===== config.mk =====
export PLATFORM = sky130hd
export DESIGN_NAME = st_width_narrower_32to8
export DESIGN_NICKNAME = d
export VERILOG_FILES = /design/src/rtl/st_width_narrower_32to8.sv
export SDC_FILE = /design/constraint.sdc
export NUM_CORES = 1
export LEC_CHECK = 0
export ABC_AREA = 1
export CAP_MARGIN = 20
export CELL_PAD_IN_SITES_DETAIL_PLACEMENT = 0
export CELL_PAD_IN_SITES_GLOBAL_PLACEMENT = 1
export CORE_UTILIZATION = 36
export DETAILED_ROUTE_END_ITERATION = 10
export GPL_TIMING_DRIVEN = 0
export HOLD_SLACK_MARGIN = 0.03
export PLACE_DENSITY_LB_ADDON = 0.2
export REMOVE_ABC_BUFFERS = 1
export SKIP_LAST_GASP = 1
export SLEW_MARGIN = 15
export SYNTH_ARGS = -nofsm -noshare
export SYNTH_HDL_FRONTEND = slang
export SYNTH_SLANG_ARGS = --single-unit

===== constraint.sdc =====
create_clock -name clk -period 2.1 [get_ports clk]
set_input_delay 0.42 -clock clk [delete_from_list [all_inputs] [get_ports clk]]
set_output_delay 0.42 -clock clk [all_outputs]
set_load 0.02 [all_outputs]

===== src/rtl/st_width_narrower_32to8.sv =====
// Avalon-ST width narrower: holds one IN_SYMBOLS-wide beat and replays it one
// symbol per cycle, first symbol from the MSBs, trimming the tail by in_empty.
module st_width_narrower_32to8 #(
  parameter int SYMBOL_W   = 8,
  parameter int IN_SYMBOLS = 4,
  parameter int ERROR_W    = 6,
  parameter int EMPTY_W    = 2
) (
  input  logic                           clk,
  input  logic                           reset,
  output logic                           in_ready,
  input  logic                           in_valid,
  input  logic [SYMBOL_W*IN_SYMBOLS-1:0] in_data,
  input  logic [ERROR_W-1:0]             in_error,
  input  logic                           in_startofpacket,
  input  logic                           in_endofpacket,
  input  logic [EMPTY_W-1:0]             in_empty,
  input  logic                           out_ready,
  output logic                           out_valid,
  output logic [SYMBOL_W-1:0]            out_data,
  output logic [ERROR_W-1:0]             out_error,
  output logic                           out_startofpacket,
  output logic                           out_endofpacket
);

  localparam logic [EMPTY_W-1:0] LAST = EMPTY_W'(IN_SYMBOLS - 1);

  logic                                 r_full;
  logic [EMPTY_W-1:0]                   r_idx;
  logic [IN_SYMBOLS-1:0][SYMBOL_W-1:0]  r_data;
  logic [ERROR_W-1:0]                   r_err;
  logic                                 r_sop;
  logic                                 r_eop;
  logic [EMPTY_W-1:0]                   r_empty;

  logic [EMPTY_W-1:0] w_last_idx;
  logic [EMPTY_W-1:0] w_sel;
  logic               w_at_last;
  logic               w_xfer;
  logic               w_drain;
  logic               w_load;

  assign w_last_idx = r_eop ? (LAST - r_empty) : LAST;
  assign w_at_last  = (r_idx == w_last_idx);
  assign w_xfer     = r_full & out_ready;
  assign w_drain    = w_xfer & w_at_last;
  assign in_ready   = ~r_full | w_drain;
  assign w_load     = in_valid & in_ready;
  // symbol 0 lives in the MSB slot of the packed beat
  assign w_sel      = LAST - r_idx;

  always_ff @(posedge clk or posedge reset) begin
    if (reset) begin
      r_full  <= 1'b0;
      r_idx   <= '0;
      r_data  <= '0;
      r_err   <= '0;
      r_sop   <= 1'b0;
      r_eop   <= 1'b0;
      r_empty <= '0;
    end else if (w_load) begin
      r_full  <= 1'b1;
      r_idx   <= '0;
      r_data  <= in_data;
      r_err   <= in_error;
      r_sop   <= in_startofpacket;
      r_eop   <= in_endofpacket;
      // empty only means something on the eop beat
      r_empty <= in_endofpacket ? in_empty : '0;
    end else if (w_drain) begin
      r_full <= 1'b0;
      r_idx  <= '0;
    end else if (w_xfer) begin
      r_idx <= r_idx + 1'b1;
    end
  end

  assign out_valid         = r_full;
  assign out_data          = r_data[w_sel];
  assign out_error         = r_err;
  assign out_startofpacket = r_full & r_sop & (r_idx == '0);
  assign out_endofpacket   = r_full & r_eop & w_at_last;

endmodule


# After elaboration in Yosys (flattened, before gate mapping)
# Index checks and enable logic that the tools add are counted.
word_totals:
  regBits: 45
  latch_bits: 0
  ram_bits: 0
  rom_bits: 0
  input_bits: 46
  out_inout_bits: 18
  wordCells: 36
  memories: 0
classes:
  addsub: 3
  n_mul: 0
  div_mod_pow: 0
  magnitude_cmp: 1
  eq_ne: 1
  shift: 0
  mux: 9
  bitwise: 9
  n_reduce_logical: 3
op_table:
  columns: ["op", "count"]
  rows:
  - ["binary-select mux 8 bit (select 2 bit)", 1]
  - ["2-to-1 mux 2 bit", 5]
  - ["2-to-1 mux 8 bit", 1]
  - ["AND 1 bit", 7]
  - ["subtractor 2 bit (first input constant)", 2]
  - ["< comparator 2 x 3 -> 1 bit (second input constant)", 1]
  - ["nonzero test 3 bit", 1]
  - ["adder 2 x 1 -> 2 bit (second input constant)", 1]
  - ["== test 2 bit", 1]
  - ["zero test 2 bit", 1]
  - ["2-to-1 mux 1 bit", 2]
  - ["nonzero test 2 bit", 1]
  - ["NOT 1 bit", 1]
  - ["bitwise OR 1 bit", 1]

# Depth between registers and ports, before layout
# Gate-level depths: netlist of run 1.
depth:
  word_depth: 7
  mapped_depth: 10
  ltp_nobuf: 9

# Worst setup path after synthesis of run 1
# OpenSTA, ideal clock, no wires.
synth_path:
  path_type: "register to output"
  startpoint: "reg r_idx[0]"
  endpoint: "out out_startofpacket"
  arrival_time_ns: 1.333
  required_ns: 1.680
  path_slack_ns: 0.347
  path_stages_with_launch: 7
  path_buffers: 2
  path_cell_list: "dfrtp_1 -> buf_6 -> inv_4 -> clkbuf_1 -> ha_1 -> nand2_1 -> nor2_1"
synth_between:
  elab_chain_cells: 2
synth_rtl:
  columns: ["element", "line", "rtl"]
  rows:
  - ["from (decl)", "29", "logic [EMPTY_W-1:0] r_idx;"]
  - ["from (signal assigned)", "74", "r_idx <= r_idx + 1'b1;"]
  - ["zero test 2 bit", "81", "assign out_startofpacket = r_full & r_sop & (r_idx == '0);"]
  - ["AND 1 bit", "81", null]
  - ["to (decl)", "22", "output logic out_startofpacket,"]
# No other way between the ends.

# Worst setup path in the final report of run 1
layout_path:
  startpoint: "reg r_idx[0]"
  endpoint: "out in_ready"
layout_between:
  elab_chain_cells: 3
layout_rtl:
  columns: ["element", "line", "rtl"]
  rows:
  - ["== test 2 bit", "44", "assign w_at_last = (r_idx == w_last_idx);"]
  - ["AND 1 bit", "46", "assign w_drain = w_xfer & w_at_last;"]
  - ["bitwise OR 1 bit", "47", "assign in_ready = ~r_full | w_drain;"]
  - ["to (decl)", "11", "output logic in_ready,"]
# No other way between the ends.

==> run summary, run 1 <==
Status: completed
Relative slew slack: 68.49%
I/O pin count: 64
Synth Register Bits: 45
Max-slew violation count: 0
GRT overflow: 0
Reg2reg path depth: 9
Yosys warns: 0
WP buf/inv: 2
Lkg Pwr: 1.478 nW
Unrepaired setup endpoints after global routing: true
Post-Syn Instances: 265
Initial antenna violation count: 0
Combinational family with the most area after synthesis: simple AND/OR/NAND/NOR gates
Synth Area in Compound Gates: 6.550%
Min-delay worst type: input pin to asynchronous set/reset pin
Worst slew pin tran: 0.4723 ns
Drt drc: 0
CTS tree: built
Post-Route Utilization: 52.90%
WS Path Type: flip-flop to primary output
Root Buffer: clkbuf_8
Critical path depth in cells: 6
CP arrival: 1.63 ns
Fin crit period: 2.054 ns
Max Cap Viol: 0
Placed cells: 385
Vias per std cell: 4.835
DR pass1 iterations: 4
Top post-synthesis cells by area: dfrtp_1 (53%), nand2_1 (18%), nand3_1 (11%)
Worst-skew pair later-pin latency: 0.30 ns
CTS buffer count: 5
Final nets: 376
Vias in the first global route: 1941
Reg power frac: 36.9%
Initial core utilization: 38.15%
Hold_buf cts: 0
Drt wl/cell: 13.86 um
Part of the power in the clock network: 12.7%
Critical path capture point type: primary output
Most common cell after layout, fill and taps aside: nand2_1
P_int: 0.002399 W
Total GRT Usage: 19.73%
Placed wire-length estimate: 3190 um
Switch Pwr: 0.001847 W
Worst Setup Start Kind: flip-flop
Row count: 27
Vias: 1939
Required time of the critical path: 1.68 ns
Synth Area in XOR/XNOR: 0%
R2r startpoint: r_idx[0]
Final period utilization: 97.81%
Post-route ant nets: 0
Layout cells sized above 1: 9.119%
Commonest non-fill, non-tap cells in the layout: nand2_1 (102), clkdlybuf4s50_1 (51), nand3_1 (45), dfrtp_1 (42), nor2_1 (18)
Top cell type's share of synthesized area: 52.63%
N_diodes: 0
Area leader, netlist: dfrtp_1
GP Congestion: 0.6964
Die Height: 79.09 um
Delay-heaviest family, CP: flip-flops
H-Tree Depth: 2
Final setup violation count: 0
Post-synthesis sequential area ratio: 52.63%
Syn-to-layout area delta: 38.66%
Multiplexer share of the synthesized area: 0%
Yosys cell types: 17
Core area: 5608 sq um
Critical-path cell list: inv_8 -> nand3_1 -> nand2_1 -> nand3_4 -> nand2_8 -> clkbuf_2
Reg clk slew, reported paths: 0.08 ns
IO Port Bufs: 63
Clock Path Buffers: 2
Logic pwr share: 50.4%
Clk sinks: 45
Clock Skews: 0.008606 ns
Die width: 79.09 um
Post-Synth Adder-Cell Area: 0.5848%
CP startpoint: r_idx[0]
Sw Share: 43.50%
CP max stage delay: 0.53 ns
Critical Path Fanout Max: 19
Slowest stage cell, crit path: dfrtp_4
Final Hold Viols: 0
First-pass GRT wire length: 9411 um
Power after layout: 0.004246 W
Mapped cell area: 2140 sq um
Mapped Avg Cell Area: 8.074 sq um
Worst vdd ir: 0.5323 mV
Pwr dens: 1431 nW/um^2
Pin count of the biggest net entering global routing: 44
Post-Route WL: 5558 um
Die area: 6255 sq um
Highest clock rate: 486.9 MHz
Non-filler cells, final: 401
Post-synthesis simple-gate area fraction: 33.10%
DRT iter0 DRCs: 100
-- power by group through the flow --
stage | logic, W | clock network [W] | registers (W)
after floorplan | 0.00114 | 0 | 0.00158
after global placement | 0.00199 | 0 | 0.00158
after detailed placement | 0.00202 | 0 | 0.00158
after CTS | 0.00209 | 0.000562 | 0.00157
after global routing | 0.00241 | 0.000598 | 0.00162
final | 0.00214 | 0.000538 | 0.00157
-- kinds of logic after synthesis --
family                   Yosys count
adder cells (fa/ha/maj)            1
buffers and inverters             25
flip-flops                        45
AND/OR/NAND/NOR                  168
AO/OA/AOI/OAI                     26
-- worst reg2reg max path, cell delays in order, from the launching register on --
cell and delay (ns):
dfrtp_4 0.53, inv_8 0.14, nand3_1 0.08, nand2_1 0.12, nand3_4 0.17, nand2_8 0.12
buf_4 0.12, nand2_4 0.26, nand2_1 0.17, nand2_1 0.07
-- registers in the layout (all words and copies together) (netlist names) --
signal and count:
r_data 32, r_eop 1, r_empty 2, out_error 6, out_valid 1, r_sop 1, r_idx 2
-- area by class of cell --
cell class              instances  area, sq um
well taps                      72        90.09
multi-input cells             197        899.6
repair buffers                 72        718.2
fillers                       582         2641
clock buffers                   7        86.33
flip-flops and latches         45         1132
inverters                       8        40.04
-- per-stage QoR --
stage | setup slack, ns | setup TNS (ns) | hold slack [ns] | instance area (sq um)
6_report | 0.04604 | 0 | 0.4243 | 2967
3_3_place_gp | -0.9938 | -61.43 | 0.4495 | 2740
2_1_floorplan | 0.2695 | 0 | 0.4366 | 2019
3_5_place_dp | -0.6883 | -16.82 | 0.4535 | 2783
4_1_cts | -0.2015 | -0.2015 | 0.4342 | 2937
5_1_grt | -0.01342 | -0.01362 | 0.4542 | 2967
-- path summary, 6_finish.rpt --
| kind | endpoint | slack, ns |
|---|---|---|
| setup / recovery | in_ready | 0.05 |
| hold / removal | r_empty[1] | 0.42 |
| setup reg to reg | r_data[10] | 0.20 |
| hold reg to reg | r_data[18] | 0.47 |
| max in group asynchronous | r_idx[1] | 1.18 |
| min in group clk | r_data[18] | 0.47 |
-- what timing repair did --
item | in CTS | in global routing
resized for setup | 22 | 4
buffers inserted | 2 | 5
endpoints found under the setup margin | 54 | 5
gates cloned | 2 | 0
endpoints found under the hold margin | 0 | 0
pin swaps | 1 | 1
-- cell usage after synthesis --
cell type,count
buf_6,5
nor2_1,18
clkinv_1,1
inv_4,1
buf_4,5
nand3_2,1
dfrtp_1,45
clkbuf_1,7
o22ai_1,8
inv_2,2
ha_1,1
nand3_1,45
nand2_1,102
nand2_4,2
inv_1,4
o21ai_0,17
a21oi_1,1
-- routing by layer --
layer | global-route usage [%] | wire length, um
met5 | 0 | 0
met4 | 5.455 | 57
met3 | 5.057 | 350
met2 | 31.38 | 2523
met1 | 26.57 | 2626
Power figures use the tool's default switching activity.
==> inputs of run 2 (changes only) <==
==> constraint.sdc (replaced) <==
create_clock -name clk -period 2.1 [get_ports clk]
set_input_delay 0.21 -clock clk [delete_from_list [all_inputs] [get_ports clk]]
set_output_delay 0.21 -clock clk [all_outputs]
set_load 0.02 [all_outputs]
==> run 2 against run 1 <==
Combinational power is 2% lower. Non-clock buffer count is 6 lower. Core utilization is 0.20 points lower. Register-to-register slack hardly changed. Die area stayed put. First-iteration DRC count is 3.0% lower. Count of clock-buffer cells in the layout stayed put. Via count is 0.88% lower. Sequential cell count stayed put.
==> run summary, run 2 (same netlist as run 1, synthesis figures left out) <==
Min-delay worst type: input pin to asynchronous set/reset pin
Die width: 79.09 um
Unrepaired setup endpoints after global routing: true
Final nets: 370
Fin crit period: 2.096 ns
DP Area: 2783 sq um
H-Tree Depth: 2
Post-Route WL: 5489 um
Vias: 1922
Most flop-heavy register: r_data
N_diodes: 0
Final Hold Viols: 0
Logic pwr share: 49.9%
Final period utilization: 99.81%
Max-slew violation count: 0
Final setup violation count: 0
Most common cell after layout, fill and taps aside: nand2_1
IO Port Bufs: 63
Highest clock rate: 477.1 MHz
Syn-to-layout area delta: 38.13%
DR pass1 iterations: 4
CP arrival: 1.89 ns
Max Cap Viol: 0
Die Height: 79.09 um
Final instance area: 2955 sq um
Status: completed
Clock Path Buffers: 2
GRT overflow: 0
Worst slew pin tran: 0.4723 ns
Reg clk slew, reported paths: 0.08 ns
Lkg Pwr: 1.528 nW
Initial core utilization: 38.15%
Initial antenna violation count: 0
DRT iter0 DRCs: 97
Worst vdd ir: 0.5705 mV
Clock Skews: 0.008083 ns
R2R Path End: r_data[10]
Die area: 6255 sq um
Reg2reg path depth: 8
Vias in the first global route: 1944
FF-to-FF setup slack: 0.21 ns
Row count: 27
Vias per std cell: 4.866
Worst setup margin: 0.003976 ns
Worst-skew pair later-pin latency: 0.29 ns
First-pass GRT wire length: 9397 um
Hold_buf cts: 0
Placed wire-length estimate: 3190 um
Drt wl/cell: 13.90 um
Number of flip-flops in the largest register: 32
Required time of the critical path: 1.89 ns
Dpl ws: -0.4783 ns
WS Path Type: flip-flop to primary output
Worst Setup Start Kind: flip-flop
CTS buffer count: 5
Total GRT Usage: 19.68%
CTS tree: built
Pin count of the biggest net entering global routing: 44
Layout cells sized above 1: 6.811%
Core area: 5608 sq um
GP Congestion: 0.6964
I/O pin count: 64
Sw Share: 43.20%
Drt drc: 0
Commonest non-fill, non-tap cells in the layout: nand2_1 (102), clkdlybuf4s50_1 (51), nand3_1 (45), dfrtp_1 (42), nor2_1 (18)
Critical path capture point type: primary output
Critical Path Fanout Max: 19
Root Buffer: clkbuf_8
Switch Pwr: 0.001821 W
Pwr dens: 1426 nW/um^2
Relative slew slack: 68.49%
Reg power frac: 37.4%
R2r startpoint: r_idx[0]
P_int: 0.002394 W
Clk sinks: 45
Post-route ant nets: 0
Part of the power in the clock network: 12.7%
-- run 2: power groups by stage --
| stage | sequential [W] | clock [W] | combinational, W |
|---|---|---|---|
| after CTS | 0.00157 | 0.000562 | 0.00217 |
| final | 0.00157 | 0.000536 | 0.00210 |
| after detailed placement | 0.00158 | 0 | 0.00202 |
| after global routing | 0.00163 | 0.000599 | 0.00237 |
| after global placement | 0.00158 | 0 | 0.00199 |
| after floorplan | 0.00158 | 0 | 0.00114 |
-- run 2: critical path, cell delays in order (launching register included) --
cell and delay [ns]:
dfrtp_4 0.53, inv_6 0.15, nand3_1 0.09, nand2_1 0.12
nand3_4 0.17, nand2_8 0.18, dlygate4sd2_1 0.35
-- run 2: cell type report --
cell class | count | area, sq um
Fill cell | 580 | 2653
Multi-Input combinational cell | 197 | 899.6
Clock buffer | 7 | 86.33
Tap cell | 72 | 90.09
Timing Repair Buffer | 66 | 709.4
Inverter | 8 | 37.54
Sequential cell | 45 | 1132
-- run 2: worst max path at each step --
| stage | from | end | slack (ns) |
|---|---|---|---|
| after floorplan | r_idx[0] | out_error[0] | 0.27 |
| after global placement | in_valid | r_data[12] | -0.78 |
| after detailed placement | r_idx[0] | in_ready | -0.48 |
| after CTS | out_valid | in_ready | -0.09 |
| after global routing | r_idx[0] | in_ready | -0.07 |
| final | r_idx[0] | in_ready | 0.004 |
-- run 2: through the flow --
| step | setup TNS (ns) | utilization [%] | hold WS, ns | std cells | total power (W) |
|---|---|---|---|---|---|
| after floorplan | 0 | - | 0.3545 | 248 | 0.002722 |
| after global placement | -40.44 | 48.86 | 0.4495 | 383 | 0.003571 |
| after detailed placement | -14.83 | 49.62 | 0.4535 | 385 | 0.003603 |
| after CTS | -0.08663 | 52.32 | 0.2242 | 395 | 0.004303 |
| after global routing | -0.07425 | 52.70 | 0.2441 | 395 | 0.004603 |
| final | 0 | 52.70 | 0.2179 | 395 | 0.004214 |
-- run 2: timing repair --
item | 4_1_cts | 5_1_grt
endpoints found under the hold margin | 0 | 0
resized for setup | 10 | 9
setup endpoints to repair | 54 | 9
buffers inserted | 1 | 0
pin swaps | 1 | 0
cloned | 2 | 0
-- run 2: per-layer routing --
metal | part of all wire (%) | up-vias | global-route usage [%]
met5 | 0 | - | 0
met4 | 1.0 | 0 | 5.455
met3 | 7.4 | 5 | 5.057
met2 | 46 | 68 | 31.21
met1 | 46 | 877 | 26.57
li1 | - | 972 | -
==> inputs of run 3 (changes only) <==
--- a/config.mk
+++ b/config.mk
@@ -9,6 +9,7 @@
 export CAP_MARGIN = 20
 export CELL_PAD_IN_SITES_DETAIL_PLACEMENT = 0
 export CELL_PAD_IN_SITES_GLOBAL_PLACEMENT = 1
+export CORE_MARGIN = 2
 export CORE_UTILIZATION = 36
 export DETAILED_ROUTE_END_ITERATION = 10
 export GPL_TIMING_DRIVEN = 0
==> run 3 against run 2 <==
Register-to-register slack improved by 0.07 ns. Wire length increased by 1.7%. Hold slack improved by 0.041 ns. Largest cell class unchanged. Combinational power increased by 4%. Via count increased by 1.5%.
==> run summary, run 3 (same netlist as run 1, synthesis figures left out) <==
Die Height: 81.09 um
CTS tree: built
Switch Pwr: 0.001880 W
Vias in the first global route: 1844
Die area: 6576 sq um
Worst setup margin: 0.2283 ns
Number of flip-flops in the largest register: 32
Required time of the critical path: 1.89 ns
WHS Endpoint: r_eop
N_diodes: 0
GRT overflow: 0
Row count: 28
Vias per std cell: 4.841
Root Buffer: clkbuf_8
# fillers: 622
Unrepaired setup endpoints after global routing: false
Final setup violation count: 0
Hold path depth: 3
Placed wire-length estimate: 3082 um
Critical Path Fanout Max: 19
Sw Share: 42.43%
Lkg Pwr: 1.547 nW
Most flop-heavy register: r_data
CP arrival: 1.66 ns
Status: completed
Reg2reg path depth: 9
Pwr dens: 1469 nW/um^2
CTS buffer count: 5
Reg clk slew, reported paths: 0.09 ns
Part of the power in the clock network: 15.5%
Drt drc: 0
Clk sinks: 45
Worst slew pin tran: 0.5387 ns
Clock Path Buffers: 2
Initial core utilization: 36.79%
Worst vdd ir: 0.9149 mV
Highest clock rate: 534.3 MHz
H-Tree Depth: 2
Post-Route WL: 5581 um
P_int: 0.002551 W
WP buf/inv: 2
R2r startpoint: r_idx[0]
Layout cells sized above 1: 8.841%
DP Area: 2786 sq um
Max-slew violation count: 0
IO Port Bufs: 63
Worst min-delay path startpoint: in_valid
Pin count of the biggest net entering global routing: 44
Initial antenna violation count: 0
GP Congestion: 0.7307
Clock Skews: 0.008503 ns
Most common cell after layout, fill and taps aside: nand2_1
Final instance area: 3015 sq um
Fin crit period: 1.872 ns
R2R Path End: r_data[9]
Delay-heaviest family, CP: flip-flops
Core area: 5816 sq um
Slowest stage cell, crit path: dfrtp_4
Drt wl/cell: 13.85 um
Max Cap Viol: 0
Total GRT Usage: 18.76%
CP max stage delay: 0.52 ns
Final nets: 374
Post-route ant nets: 0
Min-delay worst type: input pin to flip-flop
Syn-to-layout area delta: 40.94%
First-pass GRT wire length: 9128 um
Post-Route Utilization: 51.85%
DRT iter0 DRCs: 135
CP dominant cell by count: nand2_1
Vias: 1951
Dpl ws: -0.4838 ns
Commonest non-fill, non-tap cells in the layout: nand2_1 (102), clkdlybuf4s50_1 (51), nand3_1 (45), dfrtp_1 (42), nor2_1 (18)
Final period utilization: 89.13%
FF-to-FF setup slack: 0.28 ns
WS Path Type: flip-flop to primary output
Power after layout: 0.004431 W
Logic pwr share: 49.3%
DR pass1 iterations: 4
Relative slew slack: 64.04%
Worst-skew pair later-pin latency: 0.31 ns
Worst hold slack: 0.2590 ns
Critical-path cell list: inv_6 -> nand3_1 -> nand2_1 -> nand2_1 -> nor2_1 -> dlygate4sd2_1
Reg power frac: 35.2%
Final Hold Viols: 0
Worst Setup Start Kind: flip-flop
Critical path capture point type: primary output
I/O pin count: 64
Die width: 81.09 um
## run 3: cell types whose count changed in the layout (fill, tap and decap cells not counted)
cell,delta
dlygate4sd2_1,-1
nand2_8,+1
bufinv_16,+1
clkinvlp_4,+1
clkbuf_2,+1
buf_4,+5
buf_12,-1
nand2_4,-1
clkbuf_1,-1
## run 3: repair_timing
item	CTS	global route
pin swaps	1	0
resized for setup	10	12
gates cloned	2	0
setup endpoints to repair	54	52
hold buffers	0	0
buffers inserted	5	0
endpoints found under the hold margin	0	0
## run 3: final cells by class
cell class	instances	area [sq um]	area share [%]
Timing Repair Buffer	70	723.2	23.98
Sequential cell	45	1132	37.55
Multi-Input combinational cell	197	908.4	30.12
Tap cell	75	93.84	3.112
Clock inverter	2	37.54	1.245
Clock buffer	6	82.58	2.739
Inverter	8	37.54	1.245
## run 3: worst max-delay path by stage
| stage | startpoint | endpoint | depth (start not counted) |
|---|---|---|---|
| 6_report | r_idx[0] | out_endofpacket | 6 |
| 2_1_floorplan | r_idx[0] | out_error[0] | 8 |
| 5_1_grt | r_idx[0] | out_endofpacket | 6 |
| 3_5_place_dp | r_idx[0] | in_ready | 6 |
| 4_1_cts | out_valid | in_ready | 5 |
| 3_3_place_gp | in_valid | r_data[27] | 4 |
## run 3: power by group through the flow
stage	Sequential, W	Combinational (W)	Clock (W)
floorplan	0.00158	0.00114	0
global placement	0.00158	0.00200	0
detailed placement	0.00158	0.00202	0
CTS	0.00156	0.00224	0.000704
global route	0.00162	0.00245	0.000747
finish	0.00156	0.00218	0.000686
## run 3: metrics by stage
stage                     setup TNS (ns)  cells
final                                  0    403
after global routing                   0    403
after CTS                       -0.01217    403
after detailed placement          -15.08    388
after global placement            -42.35    386
after floorplan                        0    248
## run 3: worst reg2reg max path: cells and delay by family (launching register included)
kind / cells / cell delay (ns)
AND/OR/NAND/NOR: 7 / 0.89
flip-flops: 1 / 0.52
buffers and inverters: 2 / 0.32
## run 3: per-layer routing
layer / track usage (%) / part of all wire, %
met5: 0 / 0
met4: 5.424 / 1.0
met3: 5.444 / 6.0
met2: 28.18 / 44
met1: 26.39 / 49
